==> config.mk <==
export PLATFORM = sky130hd
export DESIGN_NAME = store_buffer_be
export DESIGN_NICKNAME = d
export VERILOG_FILES = /design/src/rtl/store_buffer_be.sv
export SDC_FILE = /design/constraint.sdc
export NUM_CORES = 2
export LEC_CHECK = 0
export CORE_UTILIZATION = 50
export DETAILED_ROUTE_END_ITERATION = 10
export HOLD_SLACK_MARGIN = 0.1
export PLACE_DENSITY = 0.7
export SYNTH_ARGS = -nofsm -noshare
export SYNTH_HDL_FRONTEND = slang
export SYNTH_SLANG_ARGS = --single-unit
==> constraint.sdc <==
create_clock -name clk_i -period 8.6 [get_ports clk_i]
set_clock_uncertainty 0.1 [all_clocks]
set_input_delay 0.86 -clock clk_i [delete_from_list [all_inputs] [get_ports clk_i]]
set_output_delay 0.86 -clock clk_i [all_outputs]
set_load 0.01 [all_outputs]
==> src/rtl/store_buffer_be.sv <==
// Byte-enable store buffer: in-order allocate/drain ring, out-of-order execute, byte-granular load forwarding.
// Optional STORE_BUFFER_BYTE_MERGE_EN: each forwarded byte comes from the youngest older store covering it.
module store_buffer_be #(
   parameter  int SB_DEPTH      = 16,
   parameter  int ALLOC_WIDTH   = 4,
   parameter  int COMMIT_WIDTH  = 4,
   parameter  int ROB_IDX_WIDTH = 6,
   parameter  int PLEN          = 32,
   parameter  int XLEN          = 32,
   localparam int NB            = XLEN / 8,
   localparam int IDW           = $clog2(SB_DEPTH)
) (
   input  logic                          clk_i,
   input  logic                          rst_ni,
   input  logic [ALLOC_WIDTH-1:0]        alloc_req_i,
   output logic                          alloc_ready_o,
   output logic [ALLOC_WIDTH*IDW-1:0]    alloc_id_o,
   input  logic                          alloc_fire_i,
   input  logic                          ex_valid_i,
   input  logic [IDW-1:0]                ex_sb_id_i,
   input  logic [PLEN-1:0]               ex_addr_i,
   input  logic [XLEN-1:0]               ex_data_i,
   input  logic [1:0]                    ex_op_i,
   input  logic [ROB_IDX_WIDTH-1:0]      ex_rob_idx_i,
   input  logic [COMMIT_WIDTH-1:0]       commit_valid_i,
   input  logic [COMMIT_WIDTH*IDW-1:0]   commit_sb_id_i,
   output logic                          dcache_req_valid_o,
   input  logic                          dcache_req_ready_i,
   output logic [PLEN-1:0]               dcache_req_addr_o,
   output logic [XLEN-1:0]               dcache_req_data_o,
   output logic [NB-1:0]                 dcache_req_be_o,
   input  logic                          load_valid_i,
   input  logic [PLEN-1:0]               load_addr_i,
   input  logic [1:0]                    load_op_i,
   input  logic [ROB_IDX_WIDTH-1:0]      load_rob_idx_i,
   input  logic [ROB_IDX_WIDTH-1:0]      rob_head_i,
   output logic [NB-1:0]                 load_fwd_be_o,
   output logic [XLEN-1:0]               load_fwd_data_o,
   output logic                          load_hit_o,
   output logic                          load_stall_o,
   input  logic                          flush_i,
   output logic [IDW:0]                  count_o,
   output logic                          empty_o
);

   localparam int OFFW = $clog2(NB);
   localparam int WAW  = PLEN - OFFW;
   localparam int CW   = IDW + 2;

   // Memory-op size encoding shared by ex_op_i and load_op_i; anything else is a doubleword.
   localparam logic [1:0] OP_SB = 2'd0;
   localparam logic [1:0] OP_SH = 2'd1;
   localparam logic [1:0] OP_SW = 2'd2;

   function automatic logic [NB-1:0] f_op_mask(input logic [1:0] op, input logic [OFFW-1:0] off);
      logic [NB-1:0] m;
      case (op)
         OP_SB:   m = NB'(1);
         OP_SH:   m = NB'(3);
         OP_SW:   m = NB'(15);
         default: m = NB'(255);
      endcase
      return m << off;
   endfunction

   function automatic logic [ROB_IDX_WIDTH-1:0] f_rob_age(input logic [ROB_IDX_WIDTH-1:0] idx,
                                                          input logic [ROB_IDX_WIDTH-1:0] head);
      return idx - head;
   endfunction

   logic [SB_DEPTH-1:0]      r_valid;
   logic [SB_DEPTH-1:0]      r_committed;
   logic [SB_DEPTH-1:0]      r_addr_valid;
   logic [WAW-1:0]           r_waddr [SB_DEPTH];
   logic [NB-1:0]            r_be    [SB_DEPTH];
   logic [XLEN-1:0]          r_data  [SB_DEPTH];
   logic [ROB_IDX_WIDTH-1:0] r_rob   [SB_DEPTH];
   logic [IDW-1:0]           r_head;
   logic [IDW-1:0]           r_tail;
   logic [IDW:0]             r_count;

   logic [IDW:0]             w_alloc_n;
   logic [IDW:0]             w_alloc_add;
   logic [CW-1:0]            w_need;
   logic                     w_do_alloc;
   logic                     w_ex_do;
   logic                     w_drain;
   logic [SB_DEPTH-1:0]      w_commit_set;
   logic [SB_DEPTH-1:0]      w_keep;
   logic [IDW:0]             w_keep_cnt;
   logic [SB_DEPTH-1:0]      w_valid_nx;
   logic [SB_DEPTH-1:0]      w_comm_nx;
   logic [SB_DEPTH-1:0]      w_av_nx;
   logic [NB-1:0]            w_ld_mask;
   logic [WAW-1:0]           w_ld_waddr;
   logic [ROB_IDX_WIDTH-1:0] w_ld_age;
   logic [SB_DEPTH-1:0]      w_fwd_match;
   logic [IDW-1:0]           w_scan_idx;

   // Slot i takes the tail plus the number of requesting slots below it.
   always_comb begin
      w_alloc_n  = '0;
      alloc_id_o = '0;
      for (int i = 0; i < ALLOC_WIDTH; i++) begin
         if (alloc_req_i[i]) begin
            alloc_id_o[i*IDW +: IDW] = r_tail + w_alloc_n[IDW-1:0];
            w_alloc_n = w_alloc_n + (IDW+1)'(1);
         end
      end
   end

   assign w_need        = CW'(r_count) + CW'(w_alloc_n);
   assign alloc_ready_o = (w_need <= CW'(SB_DEPTH));
   assign w_do_alloc    = alloc_fire_i & alloc_ready_o & ~flush_i;
   assign w_alloc_add   = w_do_alloc ? w_alloc_n : '0;
   assign w_ex_do       = ex_valid_i & r_valid[ex_sb_id_i] & ~flush_i;

   always_comb begin
      w_commit_set = '0;
      for (int j = 0; j < COMMIT_WIDTH; j++) begin
         if (commit_valid_i[j]) w_commit_set[commit_sb_id_i[j*IDW +: IDW]] = 1'b1;
      end
   end

   // Flush survivors: already senior, or becoming senior this very cycle.
   assign w_keep = r_valid & (r_committed | w_commit_set);

   always_comb begin
      w_keep_cnt = '0;
      for (int e = 0; e < SB_DEPTH; e++) w_keep_cnt = w_keep_cnt + (IDW+1)'(w_keep[e]);
   end

   assign dcache_req_valid_o = r_valid[r_head] & r_committed[r_head] & r_addr_valid[r_head];
   assign dcache_req_addr_o  = {r_waddr[r_head], {OFFW{1'b0}}};
   assign dcache_req_data_o  = r_data[r_head];
   assign dcache_req_be_o    = r_be[r_head];
   assign w_drain            = dcache_req_valid_o & dcache_req_ready_i;

   always_comb begin
      w_valid_nx = r_valid;
      w_comm_nx  = r_committed | (w_commit_set & r_valid);
      w_av_nx    = r_addr_valid;
      if (flush_i) begin
         w_valid_nx = r_valid & w_keep;
         w_comm_nx  = w_comm_nx & w_keep;
         w_av_nx    = r_addr_valid & w_keep;
      end else begin
         if (w_do_alloc) begin
            for (int i = 0; i < ALLOC_WIDTH; i++) begin
               if (alloc_req_i[i]) begin
                  w_valid_nx[alloc_id_o[i*IDW +: IDW]] = 1'b1;
                  w_comm_nx[alloc_id_o[i*IDW +: IDW]]  = 1'b0;
                  w_av_nx[alloc_id_o[i*IDW +: IDW]]    = 1'b0;
               end
            end
         end
         if (w_ex_do) w_av_nx[ex_sb_id_i] = 1'b1;
      end
      if (w_drain) begin
         w_valid_nx[r_head] = 1'b0;
         w_comm_nx[r_head]  = 1'b0;
         w_av_nx[r_head]    = 1'b0;
      end
   end

   always_ff @(posedge clk_i or negedge rst_ni) begin
      if (!rst_ni) begin
         r_valid      <= '0;
         r_committed  <= '0;
         r_addr_valid <= '0;
         r_head       <= '0;
         r_tail       <= '0;
         r_count      <= '0;
      end else begin
         r_valid      <= w_valid_nx;
         r_committed  <= w_comm_nx;
         r_addr_valid <= w_av_nx;
         if (w_drain) r_head <= r_head + IDW'(1);
         if (flush_i) begin
            r_tail  <= r_head + w_keep_cnt[IDW-1:0];
            r_count <= w_keep_cnt - (IDW+1)'(w_drain);
         end else begin
            r_tail  <= r_tail + w_alloc_add[IDW-1:0];
            r_count <= r_count + w_alloc_add - (IDW+1)'(w_drain);
         end
      end
   end

   // Payload is only meaningful behind addr_valid, so it carries no reset.
   always_ff @(posedge clk_i) begin
      if (w_ex_do) begin
         r_waddr[ex_sb_id_i] <= ex_addr_i[PLEN-1:OFFW];
         r_be[ex_sb_id_i]    <= f_op_mask(ex_op_i, ex_addr_i[OFFW-1:0]);
         r_data[ex_sb_id_i]  <= ex_data_i << {ex_addr_i[OFFW-1:0], 3'b000};
         r_rob[ex_sb_id_i]   <= ex_rob_idx_i;
      end
   end

   assign count_o    = r_count;
   assign empty_o    = (r_count == '0);
   assign w_ld_mask  = f_op_mask(load_op_i, load_addr_i[OFFW-1:0]);
   assign w_ld_waddr = load_addr_i[PLEN-1:OFFW];
   assign w_ld_age   = f_rob_age(load_rob_idx_i, rob_head_i);

   always_comb begin
      w_fwd_match = '0;
      for (int e = 0; e < SB_DEPTH; e++) begin
         w_fwd_match[e] = r_valid[e] && r_addr_valid[e] &&
                          (r_committed[e] || (f_rob_age(r_rob[e], rob_head_i) < w_ld_age)) &&
                          (r_waddr[e] == w_ld_waddr) && ((r_be[e] & w_ld_mask) != '0);
      end
   end

`ifdef STORE_BUFFER_BYTE_MERGE_EN
   logic [NB-1:0]   w_m_be;
   logic [XLEN-1:0] w_m_data;

   // Scan oldest to youngest so later matches overwrite earlier ones byte by byte.
   always_comb begin
      w_m_be     = '0;
      w_m_data   = '0;
      w_scan_idx = '0;
      for (int k = 0; k < SB_DEPTH; k++) begin
         w_scan_idx = r_head + IDW'(k);
         if (w_fwd_match[w_scan_idx]) begin
            for (int b = 0; b < NB; b++) begin
               if (r_be[w_scan_idx][b] && w_ld_mask[b]) begin
                  w_m_be[b]          = 1'b1;
                  w_m_data[b*8 +: 8] = r_data[w_scan_idx][b*8 +: 8];
               end
            end
         end
      end
   end

   assign load_fwd_be_o   = load_valid_i ? w_m_be : '0;
   assign load_fwd_data_o = load_valid_i ? w_m_data : '0;
   assign load_hit_o      = load_valid_i && (w_m_be == w_ld_mask);
   assign load_stall_o    = 1'b0;
`else
   logic            w_sel_found;
   logic [IDW-1:0]  w_sel_idx;
   logic            w_sel_full;
   logic [XLEN-1:0] w_sel_data;

   always_comb begin
      w_sel_found = 1'b0;
      w_sel_idx   = '0;
      w_scan_idx  = '0;
      for (int k = 0; k < SB_DEPTH; k++) begin
         w_scan_idx = r_head + IDW'(k);
         if (w_fwd_match[w_scan_idx]) begin
            w_sel_found = 1'b1;
            w_sel_idx   = w_scan_idx;
         end
      end
   end

   assign w_sel_full = ((r_be[w_sel_idx] & w_ld_mask) == w_ld_mask);

   always_comb begin
      w_sel_data = '0;
      for (int b = 0; b < NB; b++) begin
         if (w_ld_mask[b]) w_sel_data[b*8 +: 8] = r_data[w_sel_idx][b*8 +: 8];
      end
   end

   // A youngest store that only partly covers the load forces a replay.
   assign load_hit_o      = load_valid_i & w_sel_found & w_sel_full;
   assign load_stall_o    = load_valid_i & w_sel_found & ~w_sel_full;
   assign load_fwd_be_o   = load_hit_o ? w_ld_mask : '0;
   assign load_fwd_data_o = load_hit_o ? w_sel_data : '0;
`endif

endmodule

==> impl_metrics.tcl <==
set metrics [dict create \
    synth_cells 5507 \
    crit_path_end_kind "primary output" \
    wl_per_cell_um 36.7 \
    cp_num_buf_inv 17 \
    ir_drop_uv 1370 \
    cp.required_ns 7.64 \
    cp-start-kind "input pin" \
    route.detailed.drc 0 \
    synth_area_leaders "edfxtp_1 48%, mux4_2 11%, xor2_1 5.7%" \
    max_freq_ghz 0.110 \
    fp.dieW_um 381 \
    synth_edf_count 1152 \
    rsz0062_at_grt "yes" \
    ys_types 109 \
    antenna_found_initial 12 \
    clock_path_buffers 3 \
    tns_ns -12.11 \
    syn_area_mm2 0.0719 \
    num_rows 138 \
    grt_util_all_layers 0.434 \
    status "finished with violations" \
    firstDrtPassIters 6 \
    cpMostUsedCell "buf_4" \
    clock_latency_ns 0.85 \
    gp_congestion 1.07 \
    yosysWarnings 0 \
    cts_tree "yes" \
    grt_pass1_vias 58324 \
    io_buffers 280 \
    timing.slew.headroom 0.0405 \
    period_needed_ns 9.11 \
    core-area_mm2 0.142 \
    power_density_mw_per_mm2 489 \
    cts-hold-fix-buffers 0 \
    clock-sinks 1213 \
    drtIter0Drc 9011 \
    synth_area_per_cell_um2 13.1 \
    startpoint "rob_head_i[2]" \
    power.leakage_nw 33.7 \
    synth_seq_area_share 0.502 \
    tightestPinTransition_ns 1.43 \
    crit_slowest_cell "clkdlybuf4s50_1" \
    synth_area_leader_cell "edfxtp_1" \
    die_h_um 381 \
    cap_violations 0 \
    cpPeakStageDelay_ns 0.48 \
    power_w 0.0445 \
    io_pins 283 \
    fin_crit_sh 1.06 \
    final_util 0.640 \
    async_reset_ff_frac 0.0503 \
    dp.final_hpwl_um 231000 \
    drive_gt1_frac 0.293 \
    drtAntennaViolNets 0 \
    crit_fanout 14 \
    yosysMostFrequentCell "edfxtp_1" \
    setup_viol_count_final 38 \
    fin_cells 8727 \
    hold_viol 0 \
    layout.nets 7108 \
    timing.rr.start "r_valid[15]" \
    grt_pass1_wl_um 444000 \
    die-area_mm2 0.145 \
    dp.cells 8427 \
    initial_core_util 0.506 \
    gr-total-overflow 0 \
    synth_top_area_frac 0.481 \
    dr_total_vias 60149 \
    wl_um 320000 \
    synth_seq_cells 1213 \
    ys.flop_type "edfxtp_1" \
    area_growth_pct 26.5 \
    hold_path_class "in2async" \
    grt_max_degree 161 \
    synthTopCellsByCount "1,152 x edfxtp_1, 470 x xor2_1, 364 x mux4_2, 315 x mux2i_1, 281 x nand2_1" \
    cts.htree.levels 4 \
    path_clk_slew_ns 0.06 \
    numCtsBuffers 137 \
    violations "negative setup slack" \
    arrival_ns 8.15 \
    n_fill_cell 10652 \
    crit_type "in2out" \
    hold-worst-slack_ns 0.137 \
    drv_slew 0 \
    drt-vias-per-instance 6.89 \
    critPathTopFamily "buffers and inverters" \
    setup_ws_ns -0.514 \
    clock-root-buffer "clkbuf_16" \
]
-- worst reg2reg max path: stages (launching register included) --
cell	delay, ns
dfrtp_1	0.46
o21ai_0	0.20
nand2_1	0.18
fa_1	0.56
inv_1	0.06
fa_1	0.57
inv_1	0.10
fa_1	0.51
fa_1	0.56
ha_1	0.26
fa_1	0.52
xor2_1	0.37
ha_1	0.34
a21oi_1	0.16
xnor2_1	0.15
xnor2_1	0.14
a21oi_1	0.08
-- final timing paths --
path | to | slack [ns] | depth (start not counted)
max reg2reg | r_tail[3] | 3.22 | 16
min in group clk_i | r_addr_valid[12] | 0.47 | 2
max | load_fwd_data_o[24] | -0.51 | 37
min reg2reg | r_addr_valid[12] | 0.47 | 2
min | r_tail[3] | 0.14 | 2
max in group asynchronous | r_head[1] | 7.55 | 2
-- power by group --
group          total, W  internal (W)  switching (W)
clock           0.00602       0.00334        0.00268
combinational    0.0317        0.0135         0.0182
sequential      0.00674       0.00658       0.000166
total            0.0445        0.0234         0.0210
-- through the flow --
step                area [um^2]  worst slack, ns
global placement          84800            -1.56
global route              91000           -0.628
finish                    91000           -0.514
floorplan                 72000           0.0364
CTS                       90300           -0.405
detailed placement        84800            -1.60
-- layout by cell type, fill, tap and decap left out, types with 31 or more instances in the layout --
cell type,instances
edfxtp_1,1152
nor2_1,222
dfrtp_1,58
o211ai_1,78
mux4_2,364
nand2b_1,45
o21ai_0,108
mux2i_1,311
a211oi_1,48
fa_1,32
xor2_1,470
clkdlybuf4s50_1,236
nor3_1,77
buf_4,995
nand4_1,73
buf_12,82
nand2_1,277
nand3_1,125
nor4_1,209
buf_2,31
a21o_1,55
a21oi_1,175
xnor2_1,111
inv_1,119
a22o_1,33
clkbuf_16,137
o22ai_1,129
a211oi_2,32
and3_1,40
ha_1,191
-- layout make-up --
cell class / count / area [um^2] / share of cell area
Sequential cell: 1213 / 36100 / 0.397
Multi-Input combinational cell: 3867 / 35300 / 0.388
Timing Repair Buffer: 1379 / 12100 / 0.132
Clock buffer: 154 / 3500 / 0.0385
Tap cell: 1890 / 2360 / 0.0260
Clock inverter: 95 / 1120 / 0.0123
Inverter: 126 / 484 / 0.00532
Antenna cell: 3 / 7.51 / 0.0000825
-- logic make-up after synthesis --
| kind of cell | count (synthesis) | synth area share |
|---|---|---|
| buffers and inverters | 430 | 0.0263 |
| and+or+nand+nor | 1310 | 0.0955 |
| DFF | 1213 | 0.502 |
| other | 2 | 0.000104 |
| muxes | 697 | 0.161 |
| adders and majority gates | 232 | 0.0438 |
| AOI/OAI and AO/OA | 1038 | 0.100 |
| xor gates and xnor gates | 585 | 0.0712 |
-- registers in the layout, indices dropped and copies added, names as in the netlist --
name,flops
count_o,5
r_addr_valid,16
r_be,64
r_committed,16
r_data,512
r_head,4
r_rob,96
r_tail,4
r_valid,16
r_waddr,480
-- metal layers --
metal	GRT usage	wire length [um]	up-vias
met5	0	46	-
met4	0.238	20500	6
met3	0.104	40900	855
met2	0.627	137000	4606
met1	0.604	122000	30307
li1	-	-	24375
-- what timing repair did --
action                     4_1_cts  5_1_grt
setup endpoints to repair       38       38
cloned                           4        0
resized for setup              269      136
hold endpoints to repair         0        0
buffers inserted                29       22
pin swaps                       39       57
(Power assumes the default switching activity.)
